[src/rtl/conv_mac_pkg.sv]
// conv_mac_pkg: shared widths, pipeline depth limit and signed result
// resize helper used by the MAC and the downstream bias stage.
package conv_mac_pkg;

    localparam int DIN0_W    = 16;
    localparam int DIN1_W    = 8;
    localparam int ACC_W     = 32;
    localparam int DOUT_W    = 24;
    localparam int MAX_STAGE = 6;
    localparam int RS_W      = 64;

    typedef struct packed {
        logic            sat;
        logic [RS_W-1:0] val;
    } rs_t;

    // Caller keeps the low ow bits of val; with sat_en the value is
    // clamped into the signed ow-bit range first.
    function automatic rs_t sat_resize(
        input logic signed [RS_W-1:0] v,
        input int                     ow,
        input logic                   sat_en
    );
        logic signed [RS_W-1:0] hi;
        logic signed [RS_W-1:0] lo;
        rs_t                    r;
        hi    = (64'sd1 <<< (ow - 1)) - 64'sd1;
        lo    = -hi - 64'sd1;
        r.sat = 1'b0;
        r.val = v;
        if (sat_en) begin
            if (v > hi) begin
                r.val = hi;
                r.sat = 1'b1;
            end else if (v < lo) begin
                r.val = lo;
                r.sat = 1'b1;
            end
        end
        return r;
    endfunction

endpackage

[src/rtl/conv_mac_pipe_mul.sv]
// conv_mac_pipe_mul: NUM_STAGE-deep pipelined signed multiplier with
// clock enable, carrying valid/last sideband alongside the product.
module conv_mac_pipe_mul
    import conv_mac_pkg::*;
#(
    parameter int NUM_STAGE = 2,
    parameter int A_W       = DIN0_W,
    parameter int B_W       = DIN1_W,
    parameter int PW        = A_W + B_W
) (
    input  logic                 clk,
    input  logic                 rst_n,
    input  logic                 ce,
    input  logic signed [A_W-1:0] a,
    input  logic signed [B_W-1:0] b,
    input  logic                 in_valid,
    input  logic                 in_last,
    output logic signed [PW-1:0] p,
    output logic                 p_valid,
    output logic                 p_last,
    output logic                 pend
);

    logic signed [PW-1:0] prod;
    logic signed [PW-1:0] p_q [NUM_STAGE];
    logic signed [PW-1:0] p_d [NUM_STAGE];
    logic [NUM_STAGE-1:0] v_q;
    logic [NUM_STAGE-1:0] v_d;
    logic [NUM_STAGE-1:0] l_q;
    logic [NUM_STAGE-1:0] l_d;

    assign prod = PW'(a) * PW'(b);

    always_comb begin
        p_d[0] = prod;
        v_d[0] = in_valid;
        l_d[0] = in_valid & in_last;
        for (int i = 1; i < NUM_STAGE; i++) begin
            p_d[i] = p_q[i-1];
            v_d[i] = v_q[i-1];
            l_d[i] = l_q[i-1];
        end
    end

    // Beats still behind the output stage belong to a newer frame.
    always_comb begin
        pend = 1'b0;
        for (int i = 0; i < NUM_STAGE - 1; i++) begin
            pend = pend | v_q[i];
        end
    end

    always_ff @(posedge clk) begin
        if (!rst_n) begin
            v_q <= '0;
            l_q <= '0;
            for (int i = 0; i < NUM_STAGE; i++) begin
                p_q[i] <= '0;
            end
        end else if (ce) begin
            v_q <= v_d;
            l_q <= l_d;
            for (int i = 0; i < NUM_STAGE; i++) begin
                p_q[i] <= p_d[i];
            end
        end
    end

    assign p       = p_q[NUM_STAGE-1];
    assign p_valid = v_q[NUM_STAGE-1];
    assign p_last  = l_q[NUM_STAGE-1];

endmodule

[src/rtl/conv_mac_pipe.sv]
// conv_mac_pipe: pipelined signed MAC, one dot product per last-delimited
// frame. Define CONV_MAC_PIPE_SAT_EN for saturating resize and sat_flag.
module conv_mac_pipe
    import conv_mac_pkg::*;
#(
    parameter int ID         = 1,
    parameter int NUM_STAGE  = 2,
    parameter int DIN0_WIDTH = DIN0_W,
    parameter int DIN1_WIDTH = DIN1_W,
    parameter int ACC_WIDTH  = ACC_W,
    parameter int DOUT_WIDTH = DOUT_W
) (
    input  logic                         ap_clk,
    input  logic                         ap_rst_n,
    input  logic                         ce,
    input  logic signed [DIN0_WIDTH-1:0] din0,
    input  logic signed [DIN1_WIDTH-1:0] din1,
    input  logic                         in_valid,
    input  logic                         in_last,
    output logic signed [DOUT_WIDTH-1:0] dout,
    output logic                         dout_valid,
    output logic                         busy
`ifdef CONV_MAC_PIPE_SAT_EN
    ,
    output logic                         sat_flag
`endif
);

    localparam int PW = DIN0_WIDTH + DIN1_WIDTH;

    if (ID < 0 || NUM_STAGE < 1 || NUM_STAGE > MAX_STAGE ||
        ACC_WIDTH < PW || DOUT_WIDTH > ACC_WIDTH ||
        ACC_WIDTH > RS_W) begin : g_bad_cfg
        $error("conv_mac_pipe: illegal parameters");
    end

    logic signed [PW-1:0]         m_p;
    logic                         m_v;
    logic                         m_l;
    logic                         m_pend;
    logic                         retire;
    logic signed [ACC_WIDTH-1:0]  acc_nx;
    logic signed [ACC_WIDTH-1:0]  acc_q;
    logic signed [ACC_WIDTH-1:0]  acc_d;
    logic                         first_q;
    logic                         first_d;
    logic signed [DOUT_WIDTH-1:0] dout_q;
    logic signed [DOUT_WIDTH-1:0] dout_d;
    logic                         dv_q;
    logic                         dv_d;
    logic                         busy_q;
    logic                         busy_d;
    rs_t                          rs;
    logic                         unused_rs;

    conv_mac_pipe_mul #(
        .NUM_STAGE (NUM_STAGE),
        .A_W       (DIN0_WIDTH),
        .B_W       (DIN1_WIDTH),
        .PW        (PW)
    ) u_mul (
        .clk      (ap_clk),
        .rst_n    (ap_rst_n),
        .ce       (ce),
        .a        (din0),
        .b        (din1),
        .in_valid (in_valid),
        .in_last  (in_last),
        .p        (m_p),
        .p_valid  (m_v),
        .p_last   (m_l),
        .pend     (m_pend)
    );

    assign retire    = ce & m_v;
    assign acc_nx    = first_q ? ACC_WIDTH'(m_p) : acc_q + ACC_WIDTH'(m_p);
    assign unused_rs = ^rs;

`ifdef CONV_MAC_PIPE_SAT_EN
    assign rs = sat_resize(RS_W'(acc_nx), DOUT_WIDTH, 1'b1);
`else
    assign rs = sat_resize(RS_W'(acc_nx), DOUT_WIDTH, 1'b0);
`endif

    always_comb begin
        acc_d   = acc_q;
        first_d = first_q;
        dout_d  = dout_q;
        dv_d    = dv_q;
        busy_d  = busy_q;
        if (ce) begin
            dv_d   = 1'b0;
            busy_d = in_valid | (busy_q & ~(m_v & m_l & ~m_pend));
        end
        if (retire) begin
            if (m_l) begin
                dout_d  = rs.val[DOUT_WIDTH-1:0];
                dv_d    = 1'b1;
                first_d = 1'b1;
                acc_d   = '0;
            end else begin
                acc_d   = acc_nx;
                first_d = 1'b0;
            end
        end
    end

    always_ff @(posedge ap_clk) begin
        if (!ap_rst_n) begin
            acc_q   <= '0;
            first_q <= 1'b1;
            dout_q  <= '0;
            dv_q    <= 1'b0;
            busy_q  <= 1'b0;
        end else begin
            acc_q   <= acc_d;
            first_q <= first_d;
            dout_q  <= dout_d;
            dv_q    <= dv_d;
            busy_q  <= busy_d;
        end
    end

`ifdef CONV_MAC_PIPE_SAT_EN
    logic sat_q;
    logic sat_d;

    always_comb begin
        sat_d = sat_q;
        if (retire && m_l) begin
            sat_d = rs.sat;
        end
    end

    always_ff @(posedge ap_clk) begin
        if (!ap_rst_n) begin
            sat_q <= 1'b0;
        end else begin
            sat_q <= sat_d;
        end
    end

    assign sat_flag = sat_q;
`endif

    assign dout       = dout_q;
    assign dout_valid = dv_q;
    assign busy       = busy_q;

endmodule

[config.mk]
export PLATFORM = sky130hd
export DESIGN_NAME = conv_mac_pipe
export DESIGN_NICKNAME = d
export VERILOG_FILES = /design/src/rtl/conv_mac_pkg.sv /design/src/rtl/conv_mac_pipe_mul.sv /design/src/rtl/conv_mac_pipe.sv
export SDC_FILE = /design/constraint.sdc
export NUM_CORES = 1
export LEC_CHECK = 0
export ABC_AREA = 1
export BUFFER_PORTS_ARGS = -buffer_cell sky130_fd_sc_hd__buf_2
export CORE_MARGIN = 2
export CORE_UTILIZATION = 30
export CTS_BUF_LIST = sky130_fd_sc_hd__clkbuf_2
export CTS_CLUSTER_DIAMETER = 120
export DETAILED_ROUTE_END_ITERATION = 6
export PLACE_DENSITY = 0.52
export SETUP_SLACK_MARGIN = 0.05
export SYNTH_ARGS = -nofsm -noshare
export SYNTH_HDL_FRONTEND = slang
export SYNTH_SLANG_ARGS = --single-unit
[constraint.sdc]
create_clock -name ap_clk -period 4.5 [get_ports ap_clk]
set_clock_uncertainty 0.2 [all_clocks]
set_input_delay 0 -clock ap_clk [delete_from_list [all_inputs] [get_ports ap_clk]]
set_output_delay 0 -clock ap_clk [all_outputs]
set_load 0.005 [all_outputs]
==> impl_metrics.env <==
export IMPL_status="finished, final reports clean"
export IMPL_path_buf_inv=7
export IMPL_hold_viol_final=0
export IMPL_clk_latency_ns=0.64
export IMPL_rr_endpoint="dout[14]"
export IMPL_path_cells="dlygate4sd3_1, buf_2, buf_4, nand2_1, inv_1, fa_1, fa_1, fa_1, inv_1, fa_1, inv_1, ha_1, a21oi_1, o21ai_0, a21oi_1, nand3_1, buf_4, o21ai_0, a21oi_1"
export IMPL_synth_xor_area_frac=0.0100
export IMPL_synth_compound_area_frac=0.0748
export IMPL_worst_slack_ns=0.254
export IMPL_worst_path_max_delay_cell="fa_1"
export IMPL_boundaryPins=55
export IMPL_final_nets=1740
export IMPL_drtIter0Drc=412
export IMPL_clk_path_buf_depth=2
export IMPL_io_buffers=54
export IMPL_syn_nets=1658
export IMPL_final_core_util=0.343
export IMPL_synth_fa_ha_area_frac=0.280
export IMPL_grt_pass1_vias=8565
export IMPL_power_leakage_nw=6.46
export IMPL_drt_first_pass_iters=5
export IMPL_syn_cell_area_mm2=0.0105
export IMPL_numCtsBuffers=9
export IMPL_tns_ns=0
export IMPL_cts_max_level=3
export IMPL_drive_above_1_share=0.109
export IMPL_num_rows=68
export IMPL_viasPerCell=4.31
export IMPL_synth_top_flop_cell="dfxtp_1"
export IMPL_seq_area_frac_synth=0.242
export IMPL_gp_congestion=0.863
export IMPL_syn2layout_area_growth_pct=12.6
export IMPL_coreArea_mm2=0.0345
export IMPL_critPathMostFrequentCell="fa_1"
export IMPL_yosys_warnings=0
export IMPL_hold_class="in -> reg"
export IMPL_setup_violations=0
export IMPL_vdd_ir_drop_worst_v=0.000216
export IMPL_worst_setup_path_type="in -> reg"
export IMPL_muxShareOfSynthArea=0
export IMPL_cap_violations=0
export IMPL_rsz0062_at_grt="yes"
export IMPL_overflow=0
export IMPL_die_area_mm2=0.0365
export IMPL_r2r_cells=11
export IMPL_r2r_start="u_mul.p_q[0][24]"
export IMPL_crit_family="adder cells"
export IMPL_slew_headroom=0.365
export IMPL_drv_slew=0
export IMPL_routed_wl_mm=24.7
export IMPL_dp_hpwl_mm=20.0
export IMPL_critical_path_required_ns=4.76
export IMPL_start_kind="input port"
export IMPL_clk_pin_slew_worst_paths_ns=0.31
export IMPL_track_usage=0.141
export IMPL_wl_per_cell_um=12.3
export IMPL_synth_top_family_by_area="adder cells"
export IMPL_cp_endpoint="u_mul.p_q[0][21]"
export IMPL_fmax_ghz=0.236
export IMPL_path_max_fanout=6
export IMPL_cts_root_buffer="clkbuf_2"
export IMPL_diodes=0
export IMPL_cts_tree="yes"
export IMPL_powerDensity_mw_per_mm2=408
export IMPL_path_depth=19
export IMPL_critPathArrivalTime_ns=4.50
export IMPL_vias=8606
export IMPL_grt_antenna_before_repair=0
export IMPL_timing_final_crit_share=0.943
export IMPL_cp_slowest_stage_delay_ns=0.54
export IMPL_clkSinkCount=103
export IMPL_holdPathStages=8
export IMPL_postPlaceCellArea_mm2=0.0115
export IMPL_grt_pass1_wl_mm=41.4
export IMPL_drtAntennaViolNets=0
export IMPL_avgSynthCellArea_um2=7.20
export IMPL_async_flop_share=0
export IMPL_syn_inst=1457
export IMPL_min_period_ns=4.25
export IMPL_synth_edf_count=48
export IMPL_cts_setup_buffers=0
export IMPL_drc=0
export IMPL_instances_no_fill=1999
export IMPL_synth_seq_cells=103
export IMPL_synth_simple_gate_area_frac=0.241
export IMPL_start_util=0.304
export IMPL_end_kind="register"
export IMPL_place_ws_ns=-0.206
export IMPL_dp_cells=1964
export IMPL_fp_dieW_um=191
export IMPL_regToRegSetupSlack_ns=1.71
export IMPL_worstMarginPinSlew_ns=0.946
export IMPL_die_height_um=191
export IMPL_critPathLaunch="din1[2]"
export IMPL_grt_max_degree=54
export IMPL_ys_types=44
export IMPL_finalInstanceArea_mm2=0.0118
registers in the layout (all words and copies together), names as in the netlist:
register    count
u_mul.l_q       2
u_mul.p_q      48
first_q         1
busy            1
dout_valid      1
u_mul.v_q       2
acc_q          24
dout           24
where the power goes:
group	total, mW	switching, mW	internal (mW)	leakage, nW
Sequential	1.18	0.0464	1.13	0.971
Clock	0.428	0.347	0.0812	0.0614
Combinational	3.20	1.77	1.43	5.43
layout make-up:
class | count | area [um2]
Inverter | 371 | 1390
Tap cell | 455 | 569
Timing Repair Buffer | 122 | 841
Clock inverter | 7 | 55.1
Fill cell | 3717 | 22600
Clock buffer | 9 | 45.0
Sequential cell | 103 | 2540
Multi-Input combinational cell | 932 | 6360
cells in the mapped netlist (3+ instances only):
master    number  area share
edfxtp_1      48        0.14
o21ai_1        6      0.0029
a21oi_1       67       0.032
nor2_1        87       0.031
inv_1        367        0.13
nand3_1       65       0.031
nand4_1       11      0.0066
o22ai_1        3      0.0018
or2_2         16      0.0095
nand2_2        9      0.0054
clkbuf_1      45       0.016
o21bai_1       5      0.0036
fa_1         104        0.20
dfxtp_1       55        0.10
o21a_1         3      0.0021
ha_1          68       0.081
nand3_2        3      0.0029
o211ai_1       4      0.0029
a21oi_2        4      0.0033
xor2_1         5      0.0042
nand2_1      397        0.14
xnor2_1        7      0.0058
o21ai_0       38       0.018
a22o_1         3      0.0025
nor2_2         9      0.0054
nor3_1         3      0.0014
metal layers:
metal / global-route usage / wire [um] / vias up
met4: 0.0259 / 216 / 0
met5: 0 / 0 / -
met1: 0.188 / 12000 / 3999
li1: - / - / 4505
met3: 0.0140 / 575 / 18
met2: 0.247 / 11900 / 84
repair_timing:
item,in CTS,in global routing
endpoints found under the hold margin,90,0
resized for setup,0,5
hold buffers,19,0
setup endpoints to repair,0,3
tightest hold or removal path, stage by stage:
cell     delay (ns)
buf_2          0.19
nand2_1        0.08
inv_1          0.06
ha_1           0.12
ha_1           0.16
fa_1           0.16
inv_1          0.04
nor2_1         0.09
how the worst min path moves through the flow:
stage | start | to | slack [ns]
2_1_floorplan | in_valid | u_mul.l_q[0] | -0.06
3_3_place_gp | in_last | u_mul.l_q[0] | 0.05
3_5_place_dp | in_last | u_mul.l_q[0] | 0.05
4_1_cts | din0[2] | u_mul.p_q[0][3] | 0.09
5_1_grt | ce | first_q | 0.20
6_report | din0[2] | u_mul.p_q[0][3] | 0.15
logic make-up (layout without fill, tap and decap cells):
group | Yosys count | in the layout
xor+xnor | 12 | 12
buf+inv | 422 | 509
flops | 103 | 103
simple gates | 608 | 608
fa+ha+maj | 172 | 172
compound gates | 140 | 140
cells in the final DEF, fill, tap and decap left out, drive strengths merged:
cell	synthesis	routed
nand4	11	11
nor3	3	3
edfxtp	48	48
o21a	3	3
a21boi	2	2
dfxtp	55	55
o211ai	4	4
dlygate4sd3	0	19
nor4	2	2
nand3	68	68
or2	19	19
a21oi	71	71
nand3b	2	2
inv	369	372
xor2	5	5
fa	104	104
a22o	3	3
clkinvlp	0	1
a31o	1	1
o21ai	45	45
buf	5	103
o22ai	3	3
nand2	406	406
clkbuf	46	9
clkinv	2	5
xnor2	7	7
nor2	97	97
ha	68	68
a21o	2	2
o21bai	6	6
metrics by stage:
stage | hold WS (ns) | power, mW
after global routing | 0.202 | 5.39
after floorplan | -0.0613 | 3.20
after detailed placement | 0.0499 | 4.40
after global placement | 0.0503 | 4.38
after CTS | 0.0937 | 4.87
final | 0.153 | 4.81
Note: power is estimated with default switching activity, not from simulation.
